===== src/rtl/scaler_v_ctrl.sv =====
// scaler_v_ctrl: vertical scaler config controller, frame geometry measurement and step divider.
// Define SCALER_V_CTRL_ROUND_EN for a round-to-nearest scale_step instead of floor.
module scaler_v_ctrl #(
    parameter int LINE_STEP        = 4096,
    parameter int LINE_IN_SIZE_MAX = 1024
) (
    input  logic        clk,
    input  logic        rst_n,
    input  logic [15:0] cfg_lines_out,
    input  logic        cfg_wr,
    input  logic        de_i,
    input  logic        hs_i,
    input  logic        vs_i,
    output logic [15:0] scale_step,
    output logic [15:0] line_in_size,
    output logic [15:0] frame_lines,
    output logic        cfg_busy,
    output logic        cfg_err
);
    localparam int SH = $clog2(LINE_STEP);
    localparam int DIV_W = 16 + SH;
    localparam int CW = $clog2(DIV_W);
    localparam logic [CW-1:0] LAST = CW'(DIV_W - 1);
    localparam logic [15:0] SIZE_MAX = 16'(LINE_IN_SIZE_MAX);

    typedef enum logic [1:0] {IDLE, DIV, CHECK, WAIT} state_t;
    state_t state;

    logic [15:0] pix_cnt, line_cnt, first_pix, meas_size, lines_out_r, step_pend, rem;
    logic [15:0] first_src, meas_nxt, sub;
    logic [DIV_W-1:0] dvd, dvd_init;
    logic [CW-1:0] cnt;
    logic [16:0] sh;
    logic frame_valid, wr_pend, chg_pend, wr_op, vs_d;
    logic latch, q_bit, bad, chk_ok, go, err_set, err_clr;

    assign cfg_busy = state != IDLE;

    always_comb begin
        latch     = de_i && vs_i && frame_valid;
        first_src = (line_cnt == 16'd1) ? pix_cnt : first_pix;
        meas_nxt  = (first_src > SIZE_MAX) ? SIZE_MAX - 16'd1 : first_src - 16'd1;
        sh        = {rem, dvd[DIV_W-1]};
        q_bit     = sh >= {1'b0, lines_out_r};
        sub       = sh[15:0] - lines_out_r;
        bad       = (lines_out_r == 16'd0) || (|dvd[DIV_W-1:16]);
        chk_ok    = state == CHECK && !wr_pend;
        // a pending cfg_wr abandons any result computed from the old lines_out
        go        = (wr_pend && (state == CHECK || state == WAIT || (state == DIV && cnt == LAST)))
                 || (state == IDLE && frame_lines != 16'd0 && (wr_pend || chg_pend));
        err_set   = (frame_valid && pix_cnt > SIZE_MAX) || (chk_ok && bad);
        err_clr   = chk_ok && !bad && wr_op;
`ifdef SCALER_V_CTRL_ROUND_EN
        dvd_init  = '0;
        begin
            logic [DIV_W:0] dvd_sum;
            dvd_sum  = {1'b0, frame_lines, {SH{1'b0}}} + {{(DIV_W-14){1'b0}}, lines_out_r[15:1]};
            dvd_init = dvd_sum[DIV_W] ? '1 : dvd_sum[DIV_W-1:0];
        end
`else
        dvd_init  = {frame_lines, {SH{1'b0}}};
`endif
    end

    always_ff @(posedge clk or negedge rst_n) begin
        if (!rst_n) begin
            state        <= IDLE;
            scale_step   <= 16'(LINE_STEP);
            line_in_size <= '0;
            frame_lines  <= '0;
            cfg_err      <= 1'b0;
            pix_cnt      <= '0;
            line_cnt     <= '0;
            first_pix    <= '0;
            meas_size    <= '0;
            lines_out_r  <= '0;
            step_pend    <= '0;
            rem          <= '0;
            dvd          <= '0;
            cnt          <= '0;
            frame_valid  <= 1'b0;
            wr_pend      <= 1'b0;
            chg_pend     <= 1'b0;
            wr_op        <= 1'b0;
            vs_d         <= 1'b0;
        end else begin
            if (de_i)
                pix_cnt <= hs_i ? 16'd1 : (&pix_cnt ? pix_cnt : pix_cnt + 16'd1);
            if (de_i && vs_i) begin
                line_cnt    <= 16'd1;
                frame_valid <= 1'b1;
                if (frame_valid) begin
                    frame_lines <= line_cnt;
                    meas_size   <= meas_nxt;
                end
            end else if (de_i && hs_i) begin
                line_cnt <= &line_cnt ? line_cnt : line_cnt + 16'd1;
                if (line_cnt == 16'd1)
                    first_pix <= pix_cnt;
            end
            vs_d <= latch;
            if (vs_d)
                line_in_size <= meas_size;
            if (cfg_wr)
                lines_out_r <= cfg_lines_out;
            wr_pend  <= cfg_wr || (wr_pend && !go);
            chg_pend <= (latch && line_cnt != frame_lines) || (chg_pend && !go);
            cfg_err  <= err_set || (cfg_err && !err_clr);
            if (go) begin
                state <= DIV;
                cnt   <= '0;
                rem   <= '0;
                dvd   <= dvd_init;
                wr_op <= wr_pend;
            end else begin
                case (state)
                    DIV: begin
                        rem <= q_bit ? sub : sh[15:0];
                        dvd <= {dvd[DIV_W-2:0], q_bit};
                        cnt <= cnt + 1'b1;
                        if (cnt == LAST)
                            state <= CHECK;
                    end
                    CHECK: begin
                        step_pend <= dvd[15:0];
                        state     <= bad ? IDLE : WAIT;
                    end
                    WAIT: if (vs_d) begin
                        scale_step <= step_pend;
                        state      <= IDLE;
                    end
                    default: ;
                endcase
            end
        end
    end
endmodule


===== config.mk =====
export PLATFORM = sky130hd
export DESIGN_NAME = scaler_v_ctrl
export DESIGN_NICKNAME = d
export VERILOG_FILES = /design/src/rtl/scaler_v_ctrl.sv
export SDC_FILE = /design/constraint.sdc
export NUM_CORES = 1
export LEC_CHECK = 0
export CELL_PAD_IN_SITES_DETAIL_PLACEMENT = 1
export CELL_PAD_IN_SITES_GLOBAL_PLACEMENT = 1
export CORE_AREA = 2 2 150 152
export CTS_CLUSTER_DIAMETER = 50
export DETAILED_ROUTE_END_ITERATION = 12
export DIE_AREA = 0 0 152 154
export HOLD_SLACK_MARGIN = 0.1
export PLACE_DENSITY = 0.75
export SLEW_MARGIN = 20
export SYNTH_ARGS = -nofsm -noshare
export SYNTH_HDL_FRONTEND = slang
export SYNTH_SLANG_ARGS = --single-unit

===== constraint.sdc =====
create_clock -name clk -period 3.8 [get_ports clk]
set_input_delay 0.38 -clock clk [delete_from_list [all_inputs] [get_ports clk]]
set_output_delay 0.38 -clock clk [all_outputs]
set_load 0.02 [all_outputs]

Word level (Yosys, flattened, before mapping)
Index checks and enable logic that the tools add are counted.
{"block": "word_totals", "mem_bits_rw": 0, "wordCells": 104, "n_memories": 0, "romBits": 0, "latch_bits": 0, "ff_bits": 201}
{"block": "op_classes", "muxes": 19, "eq_ne": 10, "n_bitwise": 2, "magnitude_cmp": 3, "n_div": 0, "add_sub_neg": 5, "n_mul": 0, "shifts": 0, "n_reduce_logical": 46}
{"operator": "2-to-1 mux 16 bit", "n": 10}
{"operator": "2-to-1 mux 28 bit", "n": 2}
{"operator": "adder 16 x 1 -> 16 bit, second input constant", "n": 2}
{"operator": "greater-than comparator 16 x 11 -> 1 bit, second input constant", "n": 2}
{"operator": "AND reduction 16 bit", "n": 2}
{"operator": "greater-or-equal comparator 17 x 16 -> 1 bit", "n": 1}
{"operator": "== test 16 x 1 -> 1 bit, second input constant", "n": 1}
{"operator": "logical AND 1 bit", "n": 16}
{"operator": "zero test 16 bit", "n": 1}
{"operator": "inequality test 16 bit", "n": 1}
{"operator": "nonzero test 16 bit", "n": 1}
{"operator": "subtractor 16 x 1 -> 16 bit, second input constant", "n": 1}
{"operator": "subtractor 16 bit", "n": 1}
{"operator": "OR reduction 12 bit", "n": 1}
{"operator": "2-to-1 mux 5 bit", "n": 2}
{"operator": "AND reduction 2 bit", "n": 5}
{"operator": "logical OR 1 bit", "n": 9}
{"operator": "2-to-1 mux 2 bit", "n": 4}
{"operator": "one-hot mux 2 bit (3 select lines)", "n": 1}
{"operator": "AND reduction 3 bit", "n": 2}
{"operator": "nonzero test 2 bit", "n": 3}
{"operator": "adder 5 x 1 -> 5 bit, second input constant", "n": 1}
{"operator": "== test 5 bit, second input constant", "n": 1}
{"operator": "== test 2 bit, second input constant", "n": 2}
{"operator": "other kinds (8)", "n": 13}

Longest topological paths before layout
Gate-level depths: netlist (run 1).
{"block": "depth", "word_depth": 8, "ltp_mapped": 15, "ltp_nobuf": 13}

Least setup slack after synthesis (run 1)
OpenSTA, ideal clock, no wires.
{"block": "synth_path", "path_kind": "register -> register", "startpoint": "reg line_cnt[1]", "endpoint": "reg meas_size[13]", "arrival_time_ns": 2.984, "setup_ns": 0.067, "period_less_slack_ns": 3.050, "required_ns": 3.733, "path_stages_with_launch": 15, "setup_slack_ns": 0.750, "path_cell_list": "dfrtp_1 -> inv_1 -> ha_1 -> nor4b_2 -> nand4_2 -> buf_6 -> buf_2 -> a21oi_1 -> ha_1 -> nand4_1 -> mux2i_4 -> a21o_1 -> nand3_2 -> or4b_1 -> nand2_1"}
{"block": "synth_between", "elab_chain_cells": 4, "elab_cells_between_ends": 5, "cone_classes": "add/sub: 1; order compare: 1; eq/ne: 1; mux: 2"}
{"item": "start, declared", "line_no": "29", "source": "logic [15:0] pix_cnt, line_cnt, first_pix, meas_size, lines_out_r, step_pend, rem;"}
{"item": "start signal, assigned", "line_no": "97", "source": "line_cnt <= &line_cnt ? line_cnt : line_cnt + 16'd1;"}
{"item": "== test 16 x 1 -> 1 bit *", "line_no": "41", "source": "first_src = (line_cnt == 16'd1) ? pix_cnt : first_pix;"}
{"item": "2-to-1 mux 16 bit *", "line_no": "41"}
{"item": "subtractor 16 x 1 -> 16 bit or greater-than comparator 16 x 11 -> 1 bit (tied branches)", "line_no": "42", "source": "meas_nxt = (first_src > SIZE_MAX) ? SIZE_MAX - 16'd1 : first_src - 16'd1;"}
{"item": "2-to-1 mux 16 bit *", "line_no": "42"}
{"item": "end signal, assigned", "line_no": "94", "source": "meas_size <= meas_nxt;"}
{"item": "end, declared", "line_no": "29"}
Every way passes the cells marked *; elsewhere a longest branch is shown, timed or not.
A chain may end at the register's enable or synchronous reset.

Worst setup path in the final report (run 1)
{"block": "layout_path", "startpoint": "reg line_cnt[0]", "endpoint": "reg meas_size[13]"}
Same word-level chain as after synthesis.

==> flow_summary_export.csv, run 1 <==
group,metric,value,unit
status,outcome,"finished, final reports clean",
power,power_density,762.8,nW/um^2
critical_path,cp_top_family,"simple AND/OR/NAND/NOR gates",
floorplanning,ios,72,
critical_path,start_kind,"flop",
placed_design,hpwlAfterDp,17.59,mm
clock_tree,h-tree-depth,1,
global_routing,grt_pass1_vias,8333,
yosys,ys.flop_type,"dfrtp_1",
worst_hold_path,hold_path_class,"in2reg",
critical_path,critPathMaxFanout,10,
timing,hold_violations,0,
global_routing,antenna_found_initial,0,
timing,fin_crit,3.390,ns
timing,clock_skew,0.01152,ns
clock_tree,cts_setup_buffers,0,
yosys,yosysTopAreaCell,"dfrtp_1",
yosys,yosys-top-cells-area,"dfrtp_1 (50%), nand2_1 (7.0%), mux2_2 (6.8%)",
yosys,yosysMostFrequentCell,"dfrtp_1",
clock_tree,clkSinkCount,201,
timing,slew_headroom,0.3040,
yosys,synth_seq_cells,201,
yosys,netlist_instances,1013,
power,power,9034,uW
timing,fin_tns_setup,0,ns
finish,fin_nets,1122,
clock_tree,path_clk_slew,0.06,ns
yosys,synth_commonest_cells,"dfrtp_1 (200), nand2_1 (186), nor2_1 (81)",
critical_path,cp.required,4.26,ns
critical_path,cpMostUsedCell,"ha_1",
yosys,synth_edf_count,0,
yosys,synth_nets,1058,
critical_path,critPathSlowestCell,"or4b_1",
job,max-cap-violations,0,
placed_design,gp_congestion,0.8257,
critical_path,arrival,3.85,ns
route,routedWlPerCell,18.99,microns
timing,fmax,0.2950,GHz
global_routing,grt_max_degree,81,
clock_tree,cts_buffer_depth,3,
clock_tree,cts-buffers-inserted,26,
clock_tree,root_buffer,"clkbuf_16",
global_routing,grt_pass1_wl,44.32,mm
finish,drive_gt1_frac,0.1261,
timing,slew_viol_final,0,
yosys,synth-seq-area-share,0.5072,
finish,area_growth,19.40,%
route,drc,0,
floorplanning,die_w,152,microns
yosys,synth.distinct_cells,70,
placed_design,portBuffers,71,
timing,tightest_slew,1.041,ns
critical_path,end_kind,"flop",
yosys,synth_top_area_frac,0.5045,
finish,nFillCells,2365,
clock_tree,hold_buffers,1,
critical_path,path_cells,"ha_1, nor4b_2, nand4_2, a21oi_1, ha_1, nand4_1, mux2i_4, a21o_1, nand3_2, or4b_1, nand2_1",
timing,rsz0062_at_grt,"false",
finish,diodes,0,
power,leakage,0.005345,uW
clock_tree,cts_tree,"done",
route,num_vias,7631,
timing,min_period_over_period,0.8922,
global_routing,overflow,0,
critical_path,crit_type,"reg2reg",
clock_tree,clk_latency,0.53,ns
yosys,synthesis.area_per_instance,9.792,sq um
route,via_per_inst,5.554,
route,ant_nets,0,
floorplanning,die_y,154,microns
critical_path,cp_num_buf_inv,0,
yosys,synth_area,9920,sq um
timing,finalSetupViolations,0,
yosys,yosysWarningCount,0,
floorplanning,core_region_area,21690,sq um
critical_path,cp_slowest_stage_delay,0.52,ns
route,wirelength,26.10,mm
route,dr.pass1.iters,4,
power,ir_worst_vdd,0.3275,mV
yosys,synthArstFlopShare,1.000,
route,drt-initial-drc-count,313,
floorplanning,num_rows,54,
floorplanning,initial_core_util,0.4574,
global_routing,grt_use_total,0.2295,
floorplanning,fp.dieArea,23410,sq um
clock_tree,ctsResizeCount,0,
[per-stage QoR]
stage          area [sq um]  utilization  setup slack, ns  cells  hold WS [ns]
2_1_floorplan          9920            -           0.7496   1013       0.08441
3_3_place_gp          10900       0.5025           0.5994   1328        0.4651
3_5_place_dp          10900       0.5027           0.4154   1328        0.4647
4_1_cts               11840       0.5461           0.3845   1374        0.4030
5_1_grt               11840       0.5461          0.04440   1374        0.4373
6_report              11840       0.5461           0.4098   1374        0.4165
[final cells by class]
type	instances	area, sq um	share of cell area
multi-input cells	730	4566	0.3855
flip-flops and latches	201	5031	0.4248
inverters	31	116.4	0.009825
repair buffers	87	849.6	0.07173
clock buffers	30	706.9	0.05969
clock inverters	15	224.0	0.01891
well taps	280	350.3	0.02958
[tightest hold or removal path: cells and delay by family]
| kind | cells | cell delay, ns |
|---|---|---|
| buffers and inverters | 1 | 0.39 |
| AOI/OAI and AO/OA | 1 | 0.07 |
| and+or+nand+nor | 1 | 0.06 |
[routing by layer]
metal	track usage	share of wire	wire [microns]
met4	0.06097	0.019	507
met3	0.02847	0.034	882
met2	0.4026	0.50	13170
met1	0.3022	0.44	11540
met5	0	0	0
[worst paths after layout]
path / start / end / slack [ns] / cells past startpoint
worst max-delay path: line_cnt[0] / meas_size[13] / 0.41 / 11
worst min-delay path: cfg_lines_out[12] / lines_out_r[12] / 0.42 / 3
worst max register to register: line_cnt[0] / meas_size[13] / 0.41 / 11
worst min register to register: meas_size[15] / meas_size[15] / 0.49 / 2
max in group asynchronous: rst_n / pix_cnt[0] / 2.47 / 3
min in group asynchronous: rst_n / lines_out_r[11] / 0.43 / 2
[placed cells by master (no fill, tap or decap), drive strengths merged, types with 3 or more instances in the layout]
cell type / Yosys / layout
a21o: 3 / 3
a21oi: 47 / 47
a31oi: 28 / 28
and2: 5 / 5
and3: 8 / 8
and4: 4 / 4
buf: 11 / 15
bufinv: 0 / 5
clkbuf: 40 / 31
clkdlybuf4s50: 0 / 70
clkinv: 1 / 6
dfrtp: 200 / 200
ha: 22 / 22
inv: 30 / 33
mux2: 60 / 60
mux2i: 14 / 14
nand2: 186 / 186
nand2b: 12 / 12
nand3: 14 / 14
nand4: 25 / 25
nor2: 82 / 82
nor2b: 9 / 9
nor3: 14 / 14
nor3b: 3 / 3
nor4: 19 / 19
o21a: 4 / 4
o21ai: 61 / 61
o21bai: 3 / 3
o31a: 3 / 3
o31ai: 7 / 7
or2: 3 / 3
or3: 5 / 5
xnor2: 35 / 35
xor2: 24 / 24
[report_power, final]
part / internal [uW] / switching [uW]
clock network: 1670 / 956
registers: 2670 / 456
logic: 1350 / 1930
total: 5700 / 3340
[cell families after synthesis]
family                   share of synthesized area
AO/OA/AOI/OAI                               0.1065
AND/OR/NAND/NOR                             0.1862
adder cells (fa/ha/maj)                    0.02977
flip-flops                                  0.5072
buffers and inverters                      0.03443
XOR/XNOR                                   0.05209
multiplexers                               0.08388
[state kept, by name (all words and copies together), names as in the netlist, 2 cells and up]
register	flops
cnt	5
dvd	28
first_pix	16
frame_lines	16
line_cnt	16
line_in_size	16
lines_out_r	16
meas_size	16
pix_cnt	16
rem	16
scale_step	16
state	2
step_pend	16
Power figures use the tool's default switching activity.
==> inputs of run 2 (changes only) <==
Settings changed: RECOVER_POWER set to 100.
==> run 2 against run 1 <==
The flow now finishes with violations (max-capacitance violations, max-slew violations). Final cell count is the same. Via count is essentially flat. Worst setup slack lost 0.0058 ns. Utilization shrank 0.37 points. Critical path type unchanged.
==> flow_summary_export.csv, run 2 (synthesis results as in run 1) <==
group,metric,value,unit
status,outcome,"finished, violations left",
status,violations,"max-capacitance violations, max-slew violations",
global_routing,overflow,0,
clock_tree,path_clk_slew,0.06,ns
clock_tree,cts_tree,"done",
route,dr.pass1.iters,4,
critical_path,cp_slowest_stage_delay,0.52,ns
finish,layout_common_cells,"dfrtp_1 (200), nand2_1 (186), nor2_1 (82)",
finish,area_growth,18.59,%
timing,min_period_over_period,0.8937,
floorplanning,fp.dieArea,23410,sq um
clock_tree,cts-buffers-inserted,26,
global_routing,grt_max_degree,81,
critical_path,start_kind,"flop",
route,drc,0,
critical_path,cp_top_family,"simple AND/OR/NAND/NOR gates",
worst_hold_path,min_path_cells,3,
timing,fin_tns_setup,0,ns
job,max-cap-violations,2,
finish,final_common_cell,"dfrtp_1",
route,wirelength,26.11,mm
timing,rsz0062_at_grt,"false",
critical_path,arrival,3.86,ns
critical_path,crit_type,"reg2reg",
global_routing,grt_use_total,0.2295,
placed_design,hpwlAfterDp,17.59,mm
critical_path,regToRegSetupSlack,0.40,ns
route,drt-initial-drc-count,277,
timing,finalSetupViolations,0,
critical_path,r2r_end,"meas_size[13]",
placed_design,portBuffers,71,
finish,top_register,"dvd",
worst_hold_path,hold_path_class,"in2reg",
critical_path,cp.required,4.26,ns
floorplanning,initial_core_util,0.4574,
critical_path,reg2regPathDepth,11,
critical_path,r2r_start,"line_cnt[0]",
timing,hold_violations,0,
placed_design,gp_congestion,0.8257,
route,routedWlPerCell,19.00,microns
floorplanning,core_region_area,21690,sq um
power,ir_worst_vdd,0.3254,mV
floorplanning,ios,72,
clock_tree,cts_buffer_depth,3,
clock_tree,clk_latency,0.53,ns
critical_path,critPathMaxFanout,10,
critical_path,end_kind,"flop",
critical_path,critPathSlowestCell,"or4b_1",
finish,nFillCells,2375,
timing,slew_headroom,-0.3420,
finish,largest_reg_flops,28,
timing,slew_viol_final,123,
floorplanning,die_w,152,microns
clock_tree,clkSinkCount,201,
route,via_per_inst,5.552,
clock_tree,ctsResizeCount,0,
global_routing,grt_pass1_vias,8333,
power,leakage,0.005414,uW
critical_path,critical_path_depth,11,
floorplanning,die_y,154,microns
worst_hold_path,min_to,"lines_out_r[12]",
global_routing,antenna_found_initial,0,
finish,diodes,0,
timing,fin_crit,3.396,ns
route,num_vias,7628,
finish,fin_util,0.5424,
timing,fmax,0.2945,GHz
finish,multi_input_area,4544,sq um
critical_path,cpMostUsedCell,"ha_1",
worst_hold_path,hp-start,"cfg_lines_out[12]",
timing,tightest_slew,2.013,ns
finish,seqCellArea,5031,sq um
power,power,8963,uW
clock_tree,cts_setup_buffers,0,
timing,clock_skew,0.008977,ns
route,ant_nets,0,
finish,fin_nets,1122,
critical_path,path_cells,"ha_1, nor4b_2, nand4_2, a21oi_1, ha_1, nand4_1, mux2i_4, a21o_1, nand3_2, or4b_1, nand2_1",
floorplanning,num_rows,54,
global_routing,grt_pass1_wl,44.32,mm
finish,drive_gt1_frac,0.1133,
clock_tree,root_buffer,"clkbuf_16",
clock_tree,h-tree-depth,1,
power,power_density,761.9,nW/um^2
critical_path,cp_num_buf_inv,0,
==> run 2: cell types whose count changed in the layout (fill, tap and decap cells not counted), sizes merged <==
cell and change:
dlygate4sd3 +52, buf -12, clkbuf +12, clkdlybuf4s50 -52
==> run 2: worst max-delay path by stage <==
stage                      startpoint            end  slack, ns
after floorplan           line_cnt[1]  meas_size[13]       0.75
after global placement    line_cnt[1]  meas_size[13]       0.60
final                     line_cnt[0]  meas_size[13]       0.40
after detailed placement  line_cnt[0]  meas_size[13]       0.42
after global routing      line_cnt[0]  meas_size[13]       0.05
after CTS                 line_cnt[0]  meas_size[13]       0.38
==> run 2: per-layer routing <==
metal  wire length, microns  track usage  up-vias
met5                      0            0        -
met3                    819      0.02847       33
met4                    492      0.06097        0
li1                       -            -     3639
met2                  13140       0.4026      106
met1                  11660       0.3022     3850
==> run 2: what timing repair did <==
action / in CTS / in global routing
hold buffers: 1 / 0
setup endpoints to repair: 0 / 0
hold endpoints to repair: 76 / 0
==> run 2: worst reg2reg max path, stage by stage, from the launching register on <==
cell	delay, ns
dfrtp_1	0.49
ha_1	0.21
nor4b_2	0.22
nand4_2	0.35
a21oi_1	0.44
ha_1	0.35
nand4_1	0.18
mux2i_4	0.21
a21o_1	0.16
nand3_2	0.13
or4b_1	0.52
nand2_1	0.09
==> run 2: cell type report <==
| class | count | share of cell area |
|---|---|---|
| clock buffer | 30 | 0.06009 |
| sequential | 201 | 0.4277 |
| multi-input combinational | 730 | 0.3863 |
| inverter | 31 | 0.009892 |
| clock inverter | 15 | 0.01904 |
| timing repair buffer | 87 | 0.06722 |
| tap | 280 | 0.02978 |
==> run 2: through the flow <==
step	setup WS, ns	cells	cell area (sq um)	hold slack (ns)
after floorplan	0.7496	1013	9920	0.08441
after global placement	0.5994	1328	10900	0.4651
after detailed placement	0.4154	1328	10900	0.4647
after CTS	0.3845	1374	11840	0.4030
after global routing	0.05220	1374	11760	0.4373
final	0.4040	1374	11760	0.4174
==> run 2: where the power goes <==
group	internal, uW	switching (uW)	leakage [uW]	total (uW)
registers	2670	446	0.00258	3120
clock network	1670	956	0.000453	2630
logic	1290	1920	0.00238	3210
==> inputs of run 3 (changes only) <==
Settings changed: CAP_MARGIN set to 5, HOLD_SLACK_MARGIN 0.1 to 0.08.
==> results of run 3 <==
Final layout, timing and power as in run 2 (identical DEF).
